$ cat src/rtl/traffic_pkg.sv
// Shared encodings for the traffic-light controller and its safety monitor.
// The phase encoding must stay identical to the controller's 2-bit phase register.
package traffic_pkg;

  typedef enum logic [1:0] {
    NS_G = 2'd0,
    NS_Y = 2'd1,
    EW_G = 2'd2,
    EW_Y = 2'd3
  } phase_t;

  typedef enum logic [1:0] {
    RUN    = 2'd0,
    FAULT  = 2'd1,
    RESYNC = 2'd2
  } mon_state_t;

  localparam logic [2:0] CODE_NONE     = 3'd0;
  localparam logic [2:0] CODE_CONFLICT = 3'd1;
  localparam logic [2:0] CODE_ILLEGAL  = 3'd2;
  localparam logic [2:0] CODE_SEQUENCE = 3'd3;
  localparam logic [2:0] CODE_EARLY    = 3'd4;
  localparam logic [2:0] CODE_STUCK    = 3'd5;

  // Lamp vectors ordered {ns_g, ns_y, ns_r, ew_g, ew_y, ew_r}.
  localparam logic [5:0] LAMPS_NS_G = 6'b100_001;
  localparam logic [5:0] LAMPS_NS_Y = 6'b010_001;
  localparam logic [5:0] LAMPS_EW_G = 6'b001_100;
  localparam logic [5:0] LAMPS_EW_Y = 6'b001_010;

  function automatic phase_t next_phase(input phase_t p);
    return phase_t'(p + 2'd1);
  endfunction

endpackage

$ cat src/rtl/lamp_decode.sv
// Classifies the six lamp outputs into one of the four legal phases,
// a conflicting-green condition, or an otherwise illegal pattern.
module lamp_decode
  import traffic_pkg::*;
(
  input  logic       ns_g,
  input  logic       ns_y,
  input  logic       ns_r,
  input  logic       ew_g,
  input  logic       ew_y,
  input  logic       ew_r,
  output logic       conflict,
  output logic       illegal,
  output logic [1:0] phase
);

  logic [5:0] lamps;

  always_comb begin
    lamps    = {ns_g, ns_y, ns_r, ew_g, ew_y, ew_r};
    conflict = (ns_g | ns_y) & (ew_g | ew_y);
    illegal  = 1'b0;
    phase    = NS_G;
    case (lamps)
      LAMPS_NS_G: phase = NS_G;
      LAMPS_NS_Y: phase = NS_Y;
      LAMPS_EW_G: phase = EW_G;
      LAMPS_EW_Y: phase = EW_Y;
      // A conflicting pattern is reported only as a conflict, never also as illegal.
      default:    illegal = ~conflict;
    endcase
  end

endmodule

$ cat src/rtl/traffic_light_monitor.sv
// Passive checker on the controller's lamps: flags conflicts, illegal patterns,
// out-of-order phases and wrong phase durations, then requests yellow flashing.
module traffic_light_monitor
  import traffic_pkg::*;
#(
  parameter int GREEN_TICKS  = 5,
  parameter int YELLOW_TICKS = 2,
  parameter int CW           = 3
) (
  input  logic          clk,
  input  logic          rst_n,
  input  logic          tick,
  input  logic          ns_g,
  input  logic          ns_y,
  input  logic          ns_r,
  input  logic          ew_g,
  input  logic          ew_y,
  input  logic          ew_r,
  input  logic          fault_clr,
  output logic          fault,
  output logic [2:0]    fault_code,
  output logic [1:0]    phase,
  output logic [CW-1:0] tick_cnt,
  output logic          flash_y
);

  localparam logic [CW-1:0] GREEN_REQ  = CW'(GREEN_TICKS);
  localparam logic [CW-1:0] YELLOW_REQ = CW'(YELLOW_TICKS);

  mon_state_t    state_reg, state_next;
  phase_t        phase_reg, phase_next;
  logic [CW-1:0] cnt_reg, cnt_next;
  logic [2:0]    code_reg, code_next;
  logic          flash_reg, flash_next;
  logic          prev_nsg_reg;

  logic          dec_conflict;
  logic          dec_illegal;
  logic [1:0]    dec_phase_raw;
  phase_t        dec_phase;
  phase_t        succ_phase;
  logic          dec_nsg;
  logic [CW-1:0] req_cnt;
  logic [CW-1:0] tick_ext;
  logic [2:0]    violation;

  lamp_decode u_decode (
    .ns_g     (ns_g),
    .ns_y     (ns_y),
    .ns_r     (ns_r),
    .ew_g     (ew_g),
    .ew_y     (ew_y),
    .ew_r     (ew_r),
    .conflict (dec_conflict),
    .illegal  (dec_illegal),
    .phase    (dec_phase_raw)
  );

  always_comb begin
    dec_phase  = phase_t'(dec_phase_raw);
    succ_phase = next_phase(phase_reg);
    dec_nsg    = ~dec_conflict & ~dec_illegal & (dec_phase == NS_G);
    req_cnt    = ((phase_reg == NS_G) || (phase_reg == EW_G)) ? GREEN_REQ : YELLOW_REQ;
    tick_ext   = {{(CW-1){1'b0}}, tick};
  end

  // Run-state checks, first match wins.
  always_comb begin
    violation = CODE_NONE;
    if (dec_conflict)
      violation = CODE_CONFLICT;
    else if (dec_illegal)
      violation = CODE_ILLEGAL;
    else if ((dec_phase != phase_reg) && (dec_phase != succ_phase))
      violation = CODE_SEQUENCE;
    else if ((dec_phase == succ_phase) && (cnt_reg != req_cnt))
      violation = CODE_EARLY;
    else if ((dec_phase == phase_reg) && tick && (cnt_reg == req_cnt))
      violation = CODE_STUCK;
  end

  always_comb begin
    state_next = state_reg;
    phase_next = phase_reg;
    cnt_next   = cnt_reg;
    code_next  = code_reg;
    flash_next = flash_reg;
    case (state_reg)
      RUN: begin
        if (violation != CODE_NONE) begin
          state_next = FAULT;
          code_next  = violation;
          flash_next = 1'b1;
        end else if (dec_phase == succ_phase) begin
          // The controller advanced on the previous edge, so this tick is the new phase's.
          phase_next = dec_phase;
          cnt_next   = tick_ext;
        end else begin
          cnt_next   = cnt_reg + tick_ext;
        end
      end
      FAULT: begin
        if (fault_clr) begin
          state_next = RESYNC;
          code_next  = CODE_NONE;
          flash_next = 1'b0;
          cnt_next   = '0;
        end else if (tick) begin
          flash_next = ~flash_reg;
        end
      end
      RESYNC: begin
        if (dec_conflict || dec_illegal) begin
          state_next = FAULT;
          code_next  = dec_conflict ? CODE_CONFLICT : CODE_ILLEGAL;
          flash_next = 1'b1;
        end else if (dec_nsg && !prev_nsg_reg) begin
          // Only a fresh entry into NS_G gives a trustworthy phase boundary.
          state_next = RUN;
          phase_next = NS_G;
          cnt_next   = tick_ext;
        end
      end
      default: begin
        state_next = RUN;
      end
    endcase
  end

  always_ff @(posedge clk) begin
    if (!rst_n) begin
      state_reg    <= RUN;
      phase_reg    <= NS_G;
      cnt_reg      <= '0;
      code_reg     <= CODE_NONE;
      flash_reg    <= 1'b0;
      prev_nsg_reg <= 1'b0;
    end else begin
      state_reg    <= state_next;
      phase_reg    <= phase_next;
      cnt_reg      <= cnt_next;
      code_reg     <= code_next;
      flash_reg    <= flash_next;
      prev_nsg_reg <= dec_nsg;
    end
  end

  assign fault      = (state_reg == FAULT);
  assign fault_code = code_reg;
  assign phase      = phase_reg;
  assign tick_cnt   = cnt_reg;
  assign flash_y    = flash_reg;

endmodule

$ cat config.mk
export PLATFORM = sky130hd
export DESIGN_NAME = traffic_light_monitor
export DESIGN_NICKNAME = d
export VERILOG_FILES = /design/src/rtl/traffic_pkg.sv /design/src/rtl/lamp_decode.sv /design/src/rtl/traffic_light_monitor.sv
export SDC_FILE = /design/constraint.sdc
export NUM_CORES = 1
export LEC_CHECK = 0
export CAP_MARGIN = 20
export CORE_ASPECT_RATIO = 0.9
export CORE_MARGIN = 3
export CORE_UTILIZATION = 25
export CTS_CLUSTER_DIAMETER = 100
export CTS_CLUSTER_SIZE = 14
export DETAILED_ROUTE_END_ITERATION = 8
export PLACE_DENSITY_LB_ADDON = 0.12
export SLEW_MARGIN = 20
export SYNTH_ARGS = -nofsm -noshare
export SYNTH_HDL_FRONTEND = slang
export SYNTH_SLANG_ARGS = --single-unit
$ cat constraint.sdc
create_clock -name clk -period 4.4 [get_ports clk]
set_input_delay 0.88 -clock clk [delete_from_list [all_inputs] [get_ports clk]]
set_output_delay 0.88 -clock clk [all_outputs]
set_load 0.1 [all_outputs]
==> results of run 1 <==
[kinds of logic after synthesis]
logic type / Yosys count
AND/OR/NAND/NOR: 70
XOR/XNOR: 1
buffers and inverters: 12
adder cells (fa/ha/maj): 7
multiplexers: 4
flip-flops: 12
AO/OA/AOI/OAI: 42
[stage by stage]
step | hold WS (ns) | util | cells
2_1_floorplan | 0.524 | - | 148
3_3_place_gp | 0.456 | 0.325 | 224
3_5_place_dp | 0.457 | 0.325 | 224
4_1_cts | 0.476 | 0.338 | 228
5_1_grt | 0.500 | 0.338 | 228
6_report | 0.466 | 0.338 | 228
[synth_stat cells, types with 2 or more instances]
library cell / number / share of area
a211o_1: 2 / 0.015
a211oi_1: 5 / 0.032
a21oi_1: 7 / 0.030
a32o_1: 2 / 0.017
and4bb_2: 2 / 0.022
buf_6: 2 / 0.019
clkbuf_8: 2 / 0.024
dfxtp_1: 12 / 0.21
ha_1: 7 / 0.075
inv_1: 6 / 0.019
mux2i_1: 4 / 0.034
nand2_1: 13 / 0.042
nand2b_1: 4 / 0.022
nand3_1: 8 / 0.034
nor2_1: 16 / 0.052
nor3_1: 3 / 0.013
nor3b_1: 4 / 0.026
nor4_1: 2 / 0.011
o21ai_0: 6 / 0.026
o22ai_1: 3 / 0.016
o31ai_1: 5 / 0.032
or2b_1: 2 / 0.013
[report_power, final]
part | switching [mW] | internal [mW]
Clock | 0.0486 | 0.0794
Combinational | 0.293 | 0.139
Sequential | 0.0234 | 0.131
[path summary, 6_finish.rpt]
kind              slack (ns)                        from                          to
setup / recovery        0.73                        ns_y       phase[1]$_SDFFE_PN0P_
hold / removal          0.47  fault_code[2]$_SDFFE_PN0P_  fault_code[2]$_SDFFE_PN0P_
setup reg to reg        2.02    tick_cnt[1]$_SDFFE_PN0P_  fault_code[1]$_SDFFE_PN0P_
hold reg to reg         0.47  fault_code[2]$_SDFFE_PN0P_  fault_code[2]$_SDFFE_PN0P_
[metal layers]
layer	GRT usage	vias up
met5	0	-
met4	0.0652	0
met3	0.0305	10
met2	0.193	42
met1	0.151	562
li1	-	603
[layout make-up]
class	instances	area (µm²)	area share
repair buffers	21	205	0.142
well taps	60	75.1	0.0521
inverters	7	26.3	0.0182
clock buffers	4	55.1	0.0382
flip-flops and latches	12	240	0.167
multi-input cells	124	838	0.582
[tightest hold or removal path, cell delays in order (launching register included)]
cell	delay, ns
dfxtp_1	0.31
nand2_1	0.05
o21ai_0	0.06
[cell usage in the layout (no fill, tap or decap), types with 4 or more instances in the layout]
master / n
o21ai_0: 6
nand3_1: 8
nand2_1: 13
inv_1: 6
o31ai_1: 5
nand2b_1: 4
ha_1: 7
a21oi_1: 7
mux2i_1: 4
nor3b_1: 4
dfxtp_1: 12
nor2_1: 16
clkbuf_8: 4
clkdlybuf4s50_1: 19
a211oi_1: 5
==> flow_summary_export.csv, run 1 <==
group,metric,value,unit
worst_hold_path,worstHoldPathCells,2,
worst_setup_path,cpPeakStageDelay,0.58,ns
synth,synth-seq-cells,12,
synth,syn-num-nets,165,
placement,routabilityCongestion,0.809,
die,die_w,77.9,µm
clock_tree,htree_levels,1,
placement,dpl.hpwl,2500,µm
routing,vias_per_cell,5.34,
timing,tns,0,ns
synth,syn_avg_cell_area,7.85,µm²
die,fp.dieH,70.7,µm
routing,wl_met1,1450,µm
worst_setup_path,cp.arrival,3.84,ns
synth,synth_top_family_by_area,"simple AND/OR/NAND/NOR gates",
placement,numPortBuffers,19,
timing,finClkSkew,0.00178,ns
synth,yosys_most_used_dff,"dfxtp_1",
worst_setup_path,worst-path-stages,8,
power_and_ir_drop,finalPower,0.714,mW
synth,synth_edf_count,0,
synth,syn_inst,148,
worst_hold_path,hold_path_class,"reg2reg",
final_layout,drive_gt1_frac,0.0833,
routing,drc,0,
timing,max_slew.worst_pin.slew,0.971,ns
timing,rsz0062_at_grt,"no",
power_and_ir_drop,power_density,496,nW/µm²
worst_setup_path,path_delay_family,"simple AND/OR/NAND/NOR gates",
timing,relSlewSlack,0.351,
timing,max_freq,272,MHz
clock_tree,cts.sinks,12,
global_routing,gr-usage-all-layers,0.122,
synth,yosysUniqueCellTypes,53,
synth,synth_fa_ha_area_frac,0.0753,
die,core-area,4270,µm²
timing,post-route-min-period,3.67,ns
placement,placed_cell_area,1390,µm²
worst_setup_path,cp_max_fo,9,
routing,wl_per_cell,14.1,µm
clock_tree,clkLatencyLatePin,0.25,ns
synth,synth-simple-area-share,0.350,
worst_setup_path,crit_top_cell,"a211o_1",
clock_tree,clkTransAtPathRegs,0.06,ns
timing,finalSetupViolCount,0,
clock_tree,cts_buffer_depth,2,
global_routing,antenna_found_initial,0,
routing,detail-route-antenna-nets,0,
clock_tree,postCtsSetupRepairBufs,0,
synth,yosysWarnings,0,
die,pin_count,20,
run,maxCapViolations,0,
global_routing,grt_max_degree,12,
worst_setup_path,end_kind,"flip-flop",
routing,num_vias,1217,
placement,preCtsSetupSlack,0.481,ns
routing,routed.top_layer,"met4",
synth,synthMuxAreaShare,0.0344,
worst_setup_path,critPathBufInv,1,
worst_setup_path,cp.required,4.57,ns
power_and_ir_drop,vdd_drop_max,0.316,mV
timing,min_period_over_period,0.834,
clock_tree,root_buffer,"clkbuf_8",
clock_tree,tritoncts,"done",
final_layout,areaGrowthSynthToFinish,23.9,%
die,die-area,5500,µm²
routing,route.met2.wl,1510,µm
clock_tree,ctsHoldBuffers,0,
clock_tree,postCtsResizedCells,0,
timing,setup_slack,0.729,ns
status,run_status,"finished, final reports clean",
synth,synth_compound_area_frac,0.254,
routing,wl,3220,µm
final_layout,stdcell_area,1440,µm²
worst_setup_path,start_kind,"input port",
die,start_util,0.272,
clock_tree,numCtsBuffers,3,
synth,synthArstFlopShare,0,
final_layout,n_antenna_cell,0,
power_and_ir_drop,p_leak,0.543,nW
routing,drt_iter0_drc,107,
final_layout,fin_nets,186,
synth,ys_seq_area_frac,0.207,
global_routing,grt-ovfl-total,0,
worst_setup_path,r2r_cells,7,
synth,syn_area,1160,µm²
worst_setup_path,critPathKind,"in2reg",
routing,route.met3.wl,166,µm
global_routing,grt_pass1_wl,5380,µm
synth,synthXorXnorAreaFrac,0.00753,
worst_setup_path,path_cells,"clkdlybuf4s50_1 -> or4b_4 -> or3_4 -> a211o_1 -> a211o_1 -> and2_4 -> or4_1 -> o22ai_1",
final_layout,fillers,458,
global_routing,grt_pass1_vias,1153,
routing,firstDrtPassIters,4,
die,fp-row-count,22,
worst_setup_path,crit_slowest_cell,"or4b_4",
timing,drv_slew,0,
timing,final_hold_viol_count,0,
No activity file was read; power rests on OpenSTA's default activity.
==> inputs of run 2 (changes only) <==
Clock period 4.4 ns to 3.31 ns, I/O delays scaled along.
==> run 2 against run 1 <==
Sequential share of layout area shrank 1.5 points. Flip-flop and latch count is the same. Non-clock buffer count grew 21. Largest cell class unchanged. Largest power group unchanged. Utilization grew 3.2 points. Critical path depth is the same. Cell area grew 9.6%. Wire length grew 3.8%. Die area is the same. Combinational power grew 42%. Clock skew is essentially flat. Worst hold slack lost 0.0042 ns. Power grew 38%.
==> flow_summary_export.csv, run 2 (synthesis gave the netlist of run 1 again) <==
group,metric,value,unit
status,run_status,"finished, final reports clean",
die,die-area,5500,µm²
clock_tree,cts_buffer_depth,2,
worst_setup_path,cp.arrival,3.38,ns
power_and_ir_drop,switching_share,0.499,
placement,placed_cell_area,1510,µm²
clock_tree,clkLatencyLatePin,0.25,ns
worst_setup_path,cp.required,3.48,ns
routing,drc,0,
routing,num_vias,1275,
routing,firstDrtPassIters,4,
power_and_ir_drop,vdd_drop_max,0.381,mV
worst_setup_path,timing.rr.end,"fault_code[1]$_SDFFE_PN0P_",
global_routing,grt_pass1_wl,5630,µm
die,die_w,77.9,µm
die,fp.dieH,70.7,µm
worst_setup_path,start_kind,"input port",
power_and_ir_drop,comb_power_share,0.623,
worst_hold_path,hold_end,"fault_code[2]$_SDFFE_PN0P_",
timing,rsz0062_at_grt,"no",
worst_setup_path,end_kind,"flip-flop",
clock_tree,clkTransAtPathRegs,0.06,ns
power_and_ir_drop,p_leak,0.658,nW
routing,vias_per_cell,5.12,
final_layout,n_antenna_cell,0,
routing,drt_iter0_drc,85,
routing,detail-route-antenna-nets,0,
timing,min_period_over_period,0.970,
final_layout,fillers,464,
placement,numPortBuffers,19,
worst_hold_path,worstHoldPathCells,2,
global_routing,grt-ovfl-total,0,
power_and_ir_drop,intPower,0.493,mW
power_and_ir_drop,finalPower,0.985,mW
worst_setup_path,r2r_cells,8,
run,maxCapViolations,0,
clock_tree,root_buffer,"clkbuf_8",
worst_setup_path,critPathKind,"in2reg",
worst_setup_path,reg2reg_slack,1.08,ns
clock_tree,tritoncts,"done",
routing,wl,3340,µm
placement,routabilityCongestion,0.831,
timing,max_slew.worst_pin.slew,0.399,ns
worst_hold_path,hp-start,"fault_code[2]$_SDFFE_PN0P_",
placement,dpl.hpwl,2630,µm
power_and_ir_drop,power_density,624,nW/µm²
final_layout,stdcell_area,1580,µm²
power_and_ir_drop,clkPwrFrac,0.169,
die,core-area,4270,µm²
timing,timing.hold.ws,0.461,ns
clock_tree,numCtsBuffers,3,
final_layout,areaGrowthSynthToFinish,35.7,%
worst_hold_path,hold_path_class,"reg2reg",
timing,relSlewSlack,0.727,
global_routing,gr-usage-all-layers,0.127,
timing,drv_slew,0,
routing,wl_per_cell,13.4,µm
power_and_ir_drop,power_frac_seq,0.208,
timing,final_hold_viol_count,0,
timing,post-route-min-period,3.21,ns
die,pin_count,20,
clock_tree,cts.sinks,12,
final_layout,drive_gt1_frac,0.243,
timing,finClkSkew,0.00129,ns
worst_setup_path,cp_max_fo,2,
worst_setup_path,regToRegStartpoint,"tick_cnt[1]$_SDFFE_PN0P_",
timing,max_freq,311,MHz
final_layout,layout_common_cells,"buf_4 (33), nor2_1 (16), nand2_1 (13)",
global_routing,antenna_found_initial,0,
die,start_util,0.272,
global_routing,grt_pass1_vias,1212,
power_and_ir_drop,switching_power,0.492,mW
timing,finalSetupViolCount,0,
clock_tree,htree_levels,1,
global_routing,grt_max_degree,12,
final_layout,layout.cells.most_common,"buf_4",
final_layout,fin_nets,207,
die,fp-row-count,22,
-- run 2: changes by cell type in the layout (fill, tap and decap cells not counted) --
cell / before / now
o31ai_1: 5 / 4
o21ai_0: 6 / 5
o31ai_2: 0 / 1
clkdlybuf4s50_1: 19 / 9
o21ai_1: 1 / 2
buf_4: 2 / 33
-- run 2: routing by layer --
metal	track usage	vias up	wire length [µm]
met5	0	-	0
met4	0.0237	0	23
met3	0.0344	5	118
met2	0.204	28	1530
met1	0.173	596	1670
li1	-	646	-
-- run 2: worst max path at each step --
stage	start	to	slack [ns]	cells past startpoint
2_1_floorplan	ns_y	phase[1]$_SDFFE_PN0P_	0.18	8
4_1_cts	ns_y	phase[1]$_SDFFE_PN0P_	0.04	8
3_3_place_gp	ns_y	phase[1]$_SDFFE_PN0P_	-0.17	8
6_report	ns_y	phase[1]$_SDFFE_PN0P_	0.1	8
5_1_grt	ns_y	phase[1]$_SDFFE_PN0P_	0.005	8
3_5_place_dp	ns_y	phase[1]$_SDFFE_PN0P_	-0.21	8
-- run 2: area by class of cell --
| type | instances | area (µm²) | area share |
|---|---|---|---|
| Sequential cell | 12 | 240 | 0.152 |
| Multi-Input combinational cell | 124 | 843 | 0.534 |
| Tap cell | 60 | 75.1 | 0.0476 |
| Inverter | 7 | 26.3 | 0.0167 |
| Clock buffer | 4 | 55.1 | 0.0349 |
| Timing Repair Buffer | 42 | 338 | 0.214 |
-- run 2: power groups by stage --
stage	clock [mW]	sequential, mW	combinational, mW
after CTS	0.173	0.206	0.614
after floorplan	0	0.342	0.306
after detailed placement	0	0.208	0.611
after global placement	0	0.207	0.610
after global routing	0.181	0.211	0.668
final	0.166	0.205	0.613
-- run 2: per-stage QoR --
step	setup TNS (ns)	instances	util	setup slack [ns]
after global placement	-0.647	244	0.354	-0.168
final	0	249	0.370	0.0979
after global routing	0	249	0.370	0.00534
after floorplan	0	148	-	0.182
after detailed placement	-0.752	244	0.354	-0.212
after CTS	0	248	0.367	0.0404
-- run 2: worst max-delay path: stages --
cell	delay (ns)
clkdlybuf4s50_1	0.42
or4b_4	0.54
or3_4	0.38
a211o_1	0.28
a211o_1	0.28
and2_4	0.15
or4_1	0.50
o22ai_1	0.17
-- run 2: timing repair --
item                       4_1_cts  5_1_grt
setup endpoints to repair        0        2
hold buffers                     0        0
setup buffers                    0        1
resized for setup                0        2
